<file path="src/rtl/mux_marshalling.sv">
// mux_marshalling: serial-to-parallel marshaller built as a steered mux
// rather than a shift chain. A bit-position counter selects which slot of
// a staging register receives each sampled serial bit; when the last slot
// is filled the whole word, including that completing bit, is copied to
// byte_out on the same edge.
//
// Parameters:
//   DATA_W    - assembled word width (2..64)
//   MSB_FIRST - 0: first received bit lands in bit 0; 1: in bit DATA_W-1
//
// Ports:
//   clk        - system clock, rising edge
//   rst        - synchronous active-high reset
//   serial_in  - serial data, one bit sampled per edge while rst=0
//   byte_out   - last fully assembled word, held between completions
//   byte_valid - (only with MUX_MARSHALLING_VALID_EN defined) one-cycle
//                pulse in the cycle byte_out has just been updated
//
// Optional feature macro: MUX_MARSHALLING_VALID_EN
module mux_marshalling #(
  parameter int unsigned DATA_W    = 8,
  parameter bit          MSB_FIRST = 1'b0
) (
  input  logic              clk,
  input  logic              rst,
  input  logic              serial_in,
  output logic [DATA_W-1:0] byte_out
`ifdef MUX_MARSHALLING_VALID_EN
  ,
  output logic              byte_valid
`endif
);

  localparam int unsigned CNT_W = (DATA_W > 1) ? $clog2(DATA_W) : 1;
  localparam logic [CNT_W-1:0] LAST_CNT = CNT_W'(DATA_W - 1);

  logic [CNT_W-1:0]  bit_cnt_q, bit_cnt_d;
  logic [DATA_W-1:0] stage_q, stage_d;
  logic [DATA_W-1:0] byte_out_q, byte_out_d;
  logic [CNT_W-1:0]  slot;
  logic              last_bit;

  // Slot steering and word completion
  always_comb begin
    bit_cnt_d  = bit_cnt_q;
    stage_d    = stage_q;
    byte_out_d = byte_out_q;
    slot       = MSB_FIRST ? (LAST_CNT - bit_cnt_q) : bit_cnt_q;
    last_bit   = (bit_cnt_q == LAST_CNT);

    stage_d[slot] = serial_in;
    if (last_bit) begin
      // stage_d already carries the completing bit in its final slot
      byte_out_d = stage_d;
      bit_cnt_d  = '0;
    end else begin
      bit_cnt_d  = bit_cnt_q + CNT_W'(1);
    end
  end

  // State registers with synchronous reset
  always_ff @(posedge clk) begin
    if (rst) begin
      bit_cnt_q  <= '0;
      stage_q    <= '0;
      byte_out_q <= '0;
    end else begin
      bit_cnt_q  <= bit_cnt_d;
      stage_q    <= stage_d;
      byte_out_q <= byte_out_d;
    end
  end

  assign byte_out = byte_out_q;

`ifdef MUX_MARSHALLING_VALID_EN
  logic byte_valid_q, byte_valid_d;

  // Pulse accompanies each byte_out update
  always_comb begin
    byte_valid_d = last_bit;
  end

  always_ff @(posedge clk) begin
    if (rst) begin
      byte_valid_q <= 1'b0;
    end else begin
      byte_valid_q <= byte_valid_d;
    end
  end

  assign byte_valid = byte_valid_q;
`endif

endmodule

</file>
<file path="config.mk">
export PLATFORM = sky130hd
export DESIGN_NAME = mux_marshalling
export DESIGN_NICKNAME = d
export VERILOG_FILES = /design/src/rtl/mux_marshalling.sv
export SDC_FILE = /design/constraint.sdc
export NUM_CORES = 1
export LEC_CHECK = 0
export ABC_CLOCK_PERIOD_IN_PS = 3400
export CORE_MARGIN = 4
export CORE_UTILIZATION = 52
export CTS_CLUSTER_SIZE = 20
export DETAILED_ROUTE_END_ITERATION = 8
export PLACE_DENSITY = 0.77
export SLEW_MARGIN = 20
export SYNTH_ARGS = -nofsm -noshare
export SYNTH_HDL_FRONTEND = slang
export SYNTH_SLANG_ARGS = --single-unit
</file>
<file path="constraint.sdc">
create_clock -name clk -period 3.4 [get_ports clk]
set_clock_uncertainty 0.1 [all_clocks]
set_input_delay 0.51 -clock clk [delete_from_list [all_inputs] [get_ports clk]]
set_output_delay 0.51 -clock clk [all_outputs]
set_load 0.05 [all_outputs]
</file>
# == Word level (Yosys, flattened, before mapping) ==
# Index checks and enable logic that the tools add are counted.
# op_classes
add_sub_neg,1
order_cmp,2
eq_ne,1
n_mux,3
n_reduce_logical,2
# op_table
operator,count
bitwise mux 8 bit,1
"less-than comparator 3 x 4 -> 1 bit, second input constant",1
"adder 3 x 1 -> 3 bit, second input constant",1
demux 1 bit (select 3 bit),1
"equality test 3 bit, second input constant",1
"greater-or-equal comparator 3 x 1 -> 1 bit, second input constant",1
OR reduction 2 bit,1
logical AND 1 bit,1
2-to-1 mux 1 bit,1
# totals
register_bits,19
inputBits,3
out_inout_bits,8

# == Depth between registers and ports, before layout ==
# logic_depth
word_depth,5
ltp_mapped,5
ltp_nobuf,4

# == Worst setup path after synthesis ==
# OpenSTA, ideal clock, no wires.
# synth_timing
kind,register to register
startpoint,register bit_cnt_q[1]
endpoint,register byte_out_q[0] (netlist: byte_out[0])
t_arrival_ns,1.385
required_ns,3.162
path_slack_ns,1.778
stages_incl_launch_ff,6
period_less_slack_ns,1.622
cell_sequence,dfxtp_1 -> ha_1 -> ha_1 -> clkbuf_1 -> clkbuf_1 -> a211oi_1
# synth_via
elab_chain_cells,5
elab_cells_between_ends,7
cone_classes,2 x order compare; 1 x eq/ne; 3 x mux; 1 x reduce/logical
# synth_rtl
element,line,text
"start, declared",37,"logic [CNT_W-1:0] bit_cnt_q, bit_cnt_d;"
"start signal, assigned",68,bit_cnt_q <= bit_cnt_d;
less-than comparator 3 x 4 -> 1 bit (not written as such) / greater-or-equal comparator 3 x 1 -> 1 bit (equally long branches),51,stage_d[slot] = serial_in;
logical AND 1 bit (not written as such),51,
2-to-1 mux 1 bit (not written as such),51,
demux 1 bit (select 3 bit),51,
bitwise mux 8 bit,51,
"end signal, assigned",70,byte_out_q <= byte_out_d;
"end, declared",39,"logic [DATA_W-1:0] byte_out_q, byte_out_d;"
# Parallel ways exist; a longest one is shown, timed or not.
# A chain may end at the register's enable or synchronous reset.

# == Final worst setup path ==
# layout_timing
startpoint,register byte_out_q[2] (netlist: byte_out[2])
endpoint,output port byte_out[2]
# layout_lines
element,line,text
"end, declared",27,output logic [DATA_W-1:0] byte_out
# No word-level cell between the ends.

==> results.md <==
- Area post-placement: just over 800 um2
- CTS Root Cell: clkbuf_4
- RSZ-0062 raised after global routing: no
- Die ar.: 2040 um2
- CTS tree: yes
- Fin nets: 84
- Hold-fix buffers, CTS: 0
- GR Overflow Total: 0
- GRT busiest layer: met1
- Total power: between 0.3 and 0.4 mW
- Rows: 13
- Delay-heaviest family, CP: buffers and inverters
- Sw frac: between 20 and 25%
- Clock slew seen by the registers of the worst setup and hold paths: around 0.11 ns
- Sequential-to-total area share from yosys stat: between 50 and 60%
- Die Y: roughly 45 um
- Yosys reg bits: 19
- Antenna violations before repair: 0
- Clock Sinks: 19
- Yosys warning count: 0
- CP arrival: about 1.5 ns
- Final setup violation count: 0
- Fill cells: about 120
- Via count: 486
- VDD IR max: slightly above 0.3 mV
- CP peak stage delay: 0.81 ns
- Cells after synthesis: 70
- Grt met1 use: between 10% and 20%
- 1st-iter DRT viols: 4
- Avg Inst Size Synth: 10.26 um2
- Max cap viols: 0
- Least-Margin Pin Slew: slightly above 0.6 ns
- DPL Wire Length: between 700 and 800 um
- I/O pins: 11
- Clock power frac: 29.8%
- Fin crit share: 60.85%
- Outcome: complete, no violations
- Setup CP Type: register to output port
- Pwr dens: 460.3 nW/um2
- Sequential power share: roughly three fifths
- Clock tree buffer depth: 2
- Met2 usage: roughly 18%
- Final Hold Viols: 0
- Setup Buffers After CTS: 0
- Die outline width: around 45 um
- Xor/xnor cell area share of the yosys netlist: 0%
- Core Area: between 1000 and 1500 um2
- Vias in the first global route: approximately 460
- Crit-path cells: clkdlybuf4s50_1
- Switching Power: 0.09336 mW
- Resize count post-CTS: 0
- Crit path launch type: register
- Synth unique cells: 14
- Max Clk Rate: around 480 MHz
- Routed Antenna Nets: 0
- First-pass GRT wire length: ~1.9 mm
- Initial Util: 55.19%
- Rel. slew slack: 58.65%
- Final core occ: 64.23%
- Comb pwr share: under 10%
- Ant. Diodes: 0
- IO Port Bufs: 10
- Max-slew violations: 0
- Via density: roughly 5.2
- Global routing met3 resource utilization: under 10%
- Setup tns final: 0 ns
- Clock Latency Late Sink: ~0.30 ns
- CTS H-tree lvls: 1
- Largest family of logic cells by synthesized area: simple AND/OR/NAND/NOR gates
- Power Internal: ~0.3 mW
- Critical-path top delay cell: clkdlybuf4s50_1
- CP Capture Type: output port
- Cell Area, Synth: roughly 700 um2
- DRT Pass-1 Iters: 2
- Min Tclk post-route: 2.069 ns
- Syn Nets: 75
- Max FO, Critical Path: 2
- Global Route Usage Sum: 13.20%
- Hold crit path type: register to register
- DR DRC count: 0
- Total Routed Length: 1.102 mm
- RePlAce Congestion: about 0.64
- WL per Instance: about 12 um
- Crit path buf inv count: 1
- Synth Area in Compound Gates: about 8.4%
- Area Growth Syn to Fin: 16.38%
- Multiplexer share of the synthesized area: 11.15%
- Post-synthesis adder-cell area fraction: 3.484%
- Share of layout cells above drive strength 1: ~6.4%
- LEAKAGE: 0.3181 nW
- CTS Buf Count: 3
- Largest net degree at the start of global routing: 20
- Crit path required time: around 2.8 ns
- Design area: around 840 um2
- Synth Area in Simple Gates: roughly 20%
stage by stage:
stage / cells / setup slack [ns] / hold WS, ns
3_5_place_dp: 89 / 1.609 / 0.3799
5_1_grt: 93 / 1.300 / 0.4353
2_1_floorplan: 70 / 1.778 / 0.3564
4_1_cts: 93 / 1.325 / 0.3940
6_report: 93 / 1.331 / 0.3928
3_3_place_gp: 89 / 1.626 / 0.3674
cell usage in the layout, fill, tap and decap left out:
cell type	netlist	layout
a211oi_1	8	8
nor3b_2	2	2
clkdlybuf4s50_1	0	10
nor3_1	2	2
nand3_1	1	1
nor3b_1	3	3
dfxtp_1	19	19
mux2i_1	8	8
ha_1	2	2
nand3b_1	3	3
clkbuf_4	0	3
nor2_1	16	16
clkbuf_1	3	1
registers in the layout (all words and copies together), names as in the netlist:
register,cells
bit_cnt_q,3
byte_out,8
stage_q,8
power groups by stage:
stage	Clock [mW]	Sequential (mW)	Combinational, mW
floorplan	0	0.243	0.0256
finish	0.115	0.238	0.0316
CTS	0.116	0.238	0.0321
global route	0.121	0.240	0.0352
global placement	0	0.243	0.0318
detailed placement	0	0.243	0.0317
Yosys cell counts:
cell type,number,share of area (%)
mux2i_1,8,11
buf_2,1,0.70
buf_4,1,1.0
clkbuf_1,3,1.6
nand3b_1,3,3.1
ha_1,2,3.5
nor2_1,16,8.4
buf_1,1,0.52
nor3_1,2,1.4
nor3b_2,2,3.5
a211oi_1,8,8.4
nand3_1,1,0.70
nor3b_1,3,3.1
dfxtp_1,19,53
cell families (layout without fill, tap and decap cells):
logic type      count (synthesis)  after routing
compound gates                  8              8
flops                          19             19
simple gates                   27             27
buf+inv                         6             14
fa+ha+maj                       2              2
mux                             8              8
worst min-delay path, stage by stage (launching register included):
cell	delay, ns
dfxtp_1	0.32
nor2_1	0.08
a211oi_1	0.05
layer usage:
metal  vias up  share of wire, %  wire length [um]
li1        256                 -                 -
met1       215                54               590
met2        11                40               437
met3         4               4.0                44
met4         0               2.6                29
met5         -                 0                 0
final cells by class:
class / instances / area, um2 / share of cell area [%]
Sequential cell: 19 / 380.4 / 45.51
Clock buffer: 4 / 26.28 / 3.144
Multi-Input combinational cell: 45 / 310.3 / 37.13
Tap cell: 15 / 18.77 / 2.246
Timing Repair Buffer: 10 / 100.1 / 11.98
path summary, 6_finish.rpt:
check / endpoint / startpoint / cells after the start / slack, ns
setup reg to reg: byte_out[0] / bit_cnt_q[0] / 4 / 1.58
setup / recovery: byte_out[2] / byte_out[2] / 1 / 1.33
hold reg to reg: byte_out[5] / byte_out[5] / 2 / 0.39
hold / removal: byte_out[5] / byte_out[5] / 2 / 0.39
No activity file was read; power rests on OpenSTA's default activity.
